File: config.mk
export PLATFORM = sky130hd
export DESIGN_NAME = xillybus_mem_8_regfile
export DESIGN_NICKNAME = d
export VERILOG_FILES = /design/src/rtl/xillybus_mem_8_regfile_pkg.sv /design/src/rtl/xillybus_mem_8_regfile_dp_ram.sv /design/src/rtl/xillybus_mem_8_regfile.sv
export SDC_FILE = /design/constraint.sdc
export NUM_CORES = 1
export LEC_CHECK = 0
export BUFFER_PORTS_ARGS = -buffer_cell sky130_fd_sc_hd__clkbuf_2
export CORE_MARGIN = 2
export CORE_UTILIZATION = 40
export CTS_CLUSTER_DIAMETER = 60
export DETAILED_ROUTE_END_ITERATION = 6
export SLEW_MARGIN = 10
export SYNTH_ARGS = -nofsm -noshare
export SYNTH_HDL_FRONTEND = slang
export SYNTH_SLANG_ARGS = --single-unit
File: constraint.sdc
create_clock -name bus_clk -period 2.9 [get_ports bus_clk]
set_input_delay 0.145 -clock bus_clk [delete_from_list [all_inputs] [get_ports bus_clk]]
set_output_delay 0.145 -clock bus_clk [all_outputs]
set_load 0.05 [all_outputs]
File: src/rtl/xillybus_mem_8_regfile_pkg.sv
`default_nettype none
// ============================================================================
// xillybus_mem_8_regfile_pkg: shared sizes and reset value for the mem_8 file
// Rev 1.0
// ============================================================================
package xillybus_mem_8_regfile_pkg;

  localparam int         MEM8_ADDR_W   = 5;
  localparam int         MEM8_DEPTH    = 1 << MEM8_ADDR_W;
  localparam logic [7:0] MEM8_INIT_VAL = 8'h00;

  typedef logic [7:0] mem8_byte_t;

endpackage : xillybus_mem_8_regfile_pkg
`default_nettype wire

File: src/rtl/xillybus_mem_8_regfile_dp_ram.sv
`default_nettype none
// ============================================================================
// mem8_dp_ram: 2-write/2-read register array, port A wins write collisions
// Rev 1.0
// ============================================================================
module mem8_dp_ram
  import xillybus_mem_8_regfile_pkg::*;
#(
  parameter int         ADDR_W   = MEM8_ADDR_W,
  parameter mem8_byte_t INIT_VAL = MEM8_INIT_VAL
) (
  input  logic              clk,
  input  logic              rst_n,
  input  logic [ADDR_W-1:0] a_addr,
  input  logic              a_rden,
  input  logic              a_wren,
  input  logic [7:0]        a_wdata,
  output logic [7:0]        a_rdata,
  input  logic [ADDR_W-1:0] b_addr,
  input  logic              b_wren,
  input  logic [7:0]        b_wdata,
  output logic [7:0]        b_rdata
);

  localparam int DEPTH = 1 << ADDR_W;

  logic [7:0] mem_rd [DEPTH];
  logic       b_wr_ok;
  logic [7:0] a_rdata_q, a_rdata_d;
  logic [7:0] b_rdata_q, b_rdata_d;

  // A fabric write to the cell the host is writing this cycle is dropped.
  assign b_wr_ok = b_wren && !(a_wren && (a_addr == b_addr));

  generate
    for (genvar i = 0; i < DEPTH; i++) begin : g_entry
      logic [7:0] cell_q, cell_d;

      always_comb begin
        cell_d = cell_q;
        if (a_wren && (a_addr == ADDR_W'(i))) begin
          cell_d = a_wdata;
        end else if (b_wr_ok && (b_addr == ADDR_W'(i))) begin
          cell_d = b_wdata;
        end
      end

      always_ff @(posedge clk or negedge rst_n) begin
        if (!rst_n) begin
          cell_q <= INIT_VAL;
        end else begin
          cell_q <= cell_d;
        end
      end

      assign mem_rd[i] = cell_q;
    end
  endgenerate

  always_comb begin
    a_rdata_d = a_rdata_q;
    if (a_rden) begin
      a_rdata_d = mem_rd[a_addr];
    end
    b_rdata_d = mem_rd[b_addr];
  end

  always_ff @(posedge clk or negedge rst_n) begin
    if (!rst_n) begin
      a_rdata_q <= 8'h00;
      b_rdata_q <= 8'h00;
    end else begin
      a_rdata_q <= a_rdata_d;
      b_rdata_q <= b_rdata_d;
    end
  end

  assign a_rdata = a_rdata_q;
  assign b_rdata = b_rdata_q;

endmodule : mem8_dp_ram
`default_nettype wire

File: src/rtl/xillybus_mem_8_regfile.sv
`default_nettype none
// ============================================================================
// xillybus_mem_8_regfile: seekable 32x8 register file on the Xillybus mem_8 ports
// Rev 1.0
// ============================================================================
module xillybus_mem_8_regfile
  import xillybus_mem_8_regfile_pkg::*;
#(
  parameter int         ADDR_W   = MEM8_ADDR_W,
  parameter mem8_byte_t INIT_VAL = MEM8_INIT_VAL
) (
  input  logic              bus_clk,
  input  logic              trn_reset_n,
  input  logic              user_r_mem_8_rden,
  output logic [7:0]        user_r_mem_8_data,
  output logic              user_r_mem_8_empty,
  output logic              user_r_mem_8_eof,
  input  logic              user_r_mem_8_open,
  input  logic              user_w_mem_8_wren,
  input  logic [7:0]        user_w_mem_8_data,
  output logic              user_w_mem_8_full,
  input  logic              user_w_mem_8_open,
  input  logic [ADDR_W-1:0] user_mem_8_addr,
  input  logic              user_mem_8_addr_update,
  input  logic [ADDR_W-1:0] fab_addr,
  input  logic              fab_wren,
  input  logic [7:0]        fab_wdata,
  output logic [7:0]        fab_rdata,
  output logic              host_wr_stb,
  output logic [ADDR_W-1:0] host_wr_addr,
  output logic [7:0]        host_wr_data
);

  logic [ADDR_W-1:0] ptr_q, ptr_d;
  logic              host_wr_stb_q, host_wr_stb_d;
  logic [ADDR_W-1:0] host_wr_addr_q, host_wr_addr_d;
  logic [7:0]        host_wr_data_q, host_wr_data_d;
  logic              unused_open;

  // File open state never gates access and never rewinds the pointer.
  assign unused_open = user_r_mem_8_open ^ user_w_mem_8_open;

  always_comb begin
    ptr_d = ptr_q;
    if (user_mem_8_addr_update) begin
      ptr_d = user_mem_8_addr;
    end else if (user_r_mem_8_rden || user_w_mem_8_wren) begin
      ptr_d = ptr_q + ADDR_W'(1);
    end

    host_wr_stb_d  = user_w_mem_8_wren;
    host_wr_addr_d = host_wr_addr_q;
    host_wr_data_d = host_wr_data_q;
    if (user_w_mem_8_wren) begin
      host_wr_addr_d = ptr_q;
      host_wr_data_d = user_w_mem_8_data;
    end
  end

  always_ff @(posedge bus_clk or negedge trn_reset_n) begin
    if (!trn_reset_n) begin
      ptr_q          <= '0;
      host_wr_stb_q  <= 1'b0;
      host_wr_addr_q <= '0;
      host_wr_data_q <= 8'h00;
    end else begin
      ptr_q          <= ptr_d;
      host_wr_stb_q  <= host_wr_stb_d;
      host_wr_addr_q <= host_wr_addr_d;
      host_wr_data_q <= host_wr_data_d;
    end
  end

  // Host accesses always use the pre-seek pointer, even alongside addr_update.
  mem8_dp_ram #(
    .ADDR_W   (ADDR_W),
    .INIT_VAL (INIT_VAL)
  ) u_ram (
    .clk     (bus_clk),
    .rst_n   (trn_reset_n),
    .a_addr  (ptr_q),
    .a_rden  (user_r_mem_8_rden),
    .a_wren  (user_w_mem_8_wren),
    .a_wdata (user_w_mem_8_data),
    .a_rdata (user_r_mem_8_data),
    .b_addr  (fab_addr),
    .b_wren  (fab_wren),
    .b_wdata (fab_wdata),
    .b_rdata (fab_rdata)
  );

  assign user_r_mem_8_empty = 1'b0;
  assign user_r_mem_8_eof   = 1'b0;
  assign user_w_mem_8_full  = 1'b0;

  assign host_wr_stb  = host_wr_stb_q;
  assign host_wr_addr = host_wr_addr_q;
  assign host_wr_data = host_wr_data_q;

endmodule : xillybus_mem_8_regfile
`default_nettype wire

==> impl_results.rst <==
.. list-table::
   :header-rows: 1

   * - Metric
     - Value
   * - Starting density of the core
     - 40.57%
   * - Register clock-pin slew on the reported worst setup and hold paths
     - approximately 0.060 ns
   * - Status
     - complete, no violations
   * - Number of antenna violations at the first check in global routing
     - 3
   * - DRC marker count from the first detailed-route iteration
     - approximately 1.6k
   * - #FFs+latches synth
     - approximately 290
   * - Crit. End Element
     - flip-flop
   * - Final instance area
     - roughly 20000 um2
   * - Worst Setup Start Kind
     - flip-flop
   * - Post-route clock period utilization
     - between 90% and 100%
   * - H-tree depth reported by CTS
     - 2
   * - Reg area
     - roughly 7300 um2
   * - Post-DRT Antenna Nets
     - 0
   * - Series of cell instances along the critical path
     - buf_4, mux4_2, nand2_1, a21oi_1, a2111oi_0, buf_4, nor3_1
   * - DR DRC count
     - 0
   * - Multi-input logic area
     - around 10000 um2
   * - Crit path top cell by count
     - sky130_fd_sc_hd__buf_4
   * - Area of the die
     - about 47000 um2
   * - Maximum clock frequency
     - between 0.3 and 0.4 GHz
   * - Largest net degree at the start of global routing
     - slightly below 100
   * - Share of final-layout standard cells stronger than drive strength 1
     - approximately 22%
   * - Horiz. Die Dim
     - between 200 and 250 um
   * - # setup viols final
     - 0
   * - Post-synthesis sequential area ratio
     - approximately two fifths
   * - Number of gates resized after CTS
     - 0
   * - GPL Wtd Cong
     - around 0.90
   * - Top FF cell, synth
     - sky130_fd_sc_hd__dfrtp_1
   * - Crit path required time
     - around 3.3 ns
   * - GRT Total Usage
     - approximately 26%
   * - Endpoints failing hold
     - 0
   * - TritonRoute pass-1 iters
     - 5
   * - Instance count of the mapped netlist
     - about 1.7k
   * - Worst path max stage delay
     - around 0.78 ns
   * - Drt wl/cell
     - ~26 um
   * - Overall die height
     - between 200 and 250 um
   * - Power Dens Cells
     - about 940 nW/um2
   * - Final count of pins violating max slew
     - 0
   * - Count of unique library cells instantiated by Yosys
     - 46
   * - Largest fanout on the critical path
     - 27
   * - Clk Tree Root Cell
     - sky130_fd_sc_hd__clkbuf_16
   * - Inserted Clock Buffers
     - 36
   * - Core area
     - ~44000 um2
   * - Syn Area/Cell
     - approximately 11 um2
   * - Vias after detailed routing
     - 13.97k
   * - Setup Skew
     - approximately 0.012 ns
   * - Fill cell instance count of the final layout
     - approximately 4.1k
   * - Worst max-slew margin expressed relative to the limit
     - 24.47%
   * - CTS sink cnt
     - a little under 300
   * - Fraction of synthesized cell area taken by the top area cell type
     - ~41%
   * - Max-cap check violation count
     - 0
   * - Synth top area cells
     - sky130_fd_sc_hd__dfrtp_1, sky130_fd_sc_hd__mux2i_1, sky130_fd_sc_hd__mux4_2
   * - Vias in the first global route
     - about 14k
   * - Buffers on Ports
     - slightly above 60
   * - Total congestion overflow after global routing
     - 0
   * - Setup TNS Final
     - 0 ns
   * - Post-synthesis cell type with the largest combined area
     - sky130_fd_sc_hd__dfrtp_1
   * - Buffers inserted during post-CTS setup optimization
     - 0
   * - Worst Path Arrival
     - about 3 ns
   * - Worst vdd rail ir drop
     - 0.4638 mV
   * - Post-Synthesis Cell Area
     - roughly 18000 um2
   * - Proportion of register bits with asynchronous set or reset after synthesis
     - 100.0%
   * - Startpoint-to-endpoint class of the critical path
     - reg2reg
   * - Total of warnings raised by yosys
     - 0
   * - CTS Buffer Depth
     - 3
   * - Routed vias/inst
     - around 6.0
   * - Cell area after placement
     - around 19000 um2
   * - Highest-delay cell along the critical path
     - sky130_fd_sc_hd__dfrtp_4
   * - Reported leakage power
     - slightly above 0.009 uW
   * - Number of synthesized flops with an enable pin
     - 0
   * - Worst min-delay path category
     - in2reg
   * - Area Overhead vs Synth
     - 13.40%
   * - Tightest Pin Transition
     - 1.133 ns
   * - Layout net count
     - 1740
   * - CTS tree
     - yes
   * - Count of hold buffers inserted by post-cts repair
     - 11
   * - Unrepaired setup endpoints after global routing
     - false
   * - Crit path time final
     - approximately 2.7 ns
   * - IO Pins
     - 67
   * - Post-Route WL
     - between 60000 and 70000 um
   * - Global-route wire length before repair
     - between 90000 and 100000 um
   * - Insertion delay to the later sink of the worst-skew pair
     - approximately 0.54 ns
   * - FP Rows
     - 77
   * - Detailed placement HPWL
     - approximately 40000 um
==> registers in the layout, indices dropped and copies added (netlist names) <==
register	cells
ptr_q	5
host_wr_stb	1
host_wr_data	8
u_ram.a_rdata	8
u_ram.g_entry.cell_q	256
u_ram.b_rdata	8
host_wr_addr	5
==> final timing paths <==
check | from | cells past startpoint | endpoint | slack (ns)
worst min-delay path | user_mem_8_addr_update | 2 | ptr_q[3]$_DFFE_PN0P_ | 0.03
worst max register to register | ptr_q[1]$_DFFE_PN0P_ | 7 | u_ram.a_rdata[2]$_DFFE_PN0P_ | 0.23
min in group asynchronous | trn_reset_n | 2 | u_ram.g_entry[18].cell_q[2]$_DFFE_PN0P_ | 0.26
worst max-delay path | ptr_q[1]$_DFFE_PN0P_ | 7 | u_ram.a_rdata[2]$_DFFE_PN0P_ | 0.23
worst min register to register | host_wr_data[2]$_DFFE_PN0P_ | 1 | host_wr_data[2]$_DFFE_PN0P_ | 0.51
max in group asynchronous | trn_reset_n | 3 | u_ram.g_entry[6].cell_q[5]$_DFFE_PN0P_ | 1.68
==> cells in the mapped netlist, drive strengths merged, types with 6 or more instances <==
cell type / count
xnor2: 7
mux4: 120
nand2b: 7
nor3: 10
a211oi: 11
ha: 6
a21oi: 271
nand3: 8
nor2: 276
a2111oi: 10
o22ai: 20
o21ai: 6
mux2i: 305
mux2: 21
o211ai: 17
dfrtp: 291
clkbuf: 114
buf: 47
nand2: 85
==> cell families (layout without fill, tap and decap cells) <==
| group | after synthesis | count (layout) | synth area share (%) |
|---|---|---|---|
| AOI/OAI and AO/OA | 342 | 342 | 12.15 |
| other | 1 | 4 | 0.02086 |
| DFF | 291 | 291 | 40.50 |
| adders and majority gates | 6 | 6 | 0.4176 |
| and+or+nand+nor | 409 | 409 | 9.200 |
| muxes | 446 | 446 | 33.33 |
| buffers and inverters | 165 | 222 | 3.988 |
| xor gates and xnor gates | 8 | 8 | 0.3897 |
==> worst max-delay path, delay by kind of cell, from the launching register on <==
| kind | cells | cell delay, ns |
|---|---|---|
| buffers and inverters | 2 | 0.49 |
| multiplexers | 1 | 0.50 |
| AND/OR/NAND/NOR | 2 | 0.13 |
| flip-flops | 1 | 0.78 |
| AO/OA/AOI/OAI | 2 | 0.61 |
==> stage by stage <==
step	util [%]	worst slack (ns)	std cells	total power, uW	hold slack, ns
2_1_floorplan	-	0.5772	1670	12050	-0.1506
3_3_place_gp	42.98	0.3778	2243	14030	0.2534
3_5_place_dp	42.98	0.3318	2243	14320	0.2575
4_1_cts	46.00	0.3130	2319	19010	0.01941
5_1_grt	46.00	0.1305	2319	20020	0.05053
6_report	46.01	0.2326	2320	19120	0.02681
==> per-layer routing <==
metal | track usage, % | part of all wire [%] | vias to the layer above
met4 | 10.11 | 4.2 | 4
li1 | - | - | 6133
met3 | 7.541 | 10 | 134
met1 | 35.01 | 40 | 6957
met5 | 0 | 0.038 | -
met2 | 39.68 | 45 | 740
==> placed cells by master, fill, tap and decap left out, drive strengths merged, types with 9 or more instances in the layout <==
cell type / count
a2111oi: 10
a211oi: 11
a21oi: 271
buf: 84
clkbuf: 107
clkinv: 9
dfrtp: 291
dlygate4sd3: 11
mux2: 21
mux2i: 305
mux4: 120
nand2: 85
nor2: 276
nor3: 10
o211ai: 17
o22ai: 20
==> power by group <==
part / internal (uW) / total, uW / leakage [uW] / switching, uW
sequential: 6010 / 7780 / 0.00344 / 1770
clock: 2780 / 4640 / 0.000606 / 1860
combinational: 3350 / 6710 / 0.00514 / 3360
==> area by class of cell <==
type | instances | area share [%]
Clock inverter | 16 | 0.7610
Clock buffer | 49 | 5.253
Timing Repair Buffer | 153 | 5.523
Inverter | 4 | 0.07364
Tap cell | 592 | 3.633
Multi-Input combinational cell | 1214 | 48.98
Sequential cell | 291 | 35.76
Antenna cell | 1 | 0.01227
(Power assumes the default switching activity.)
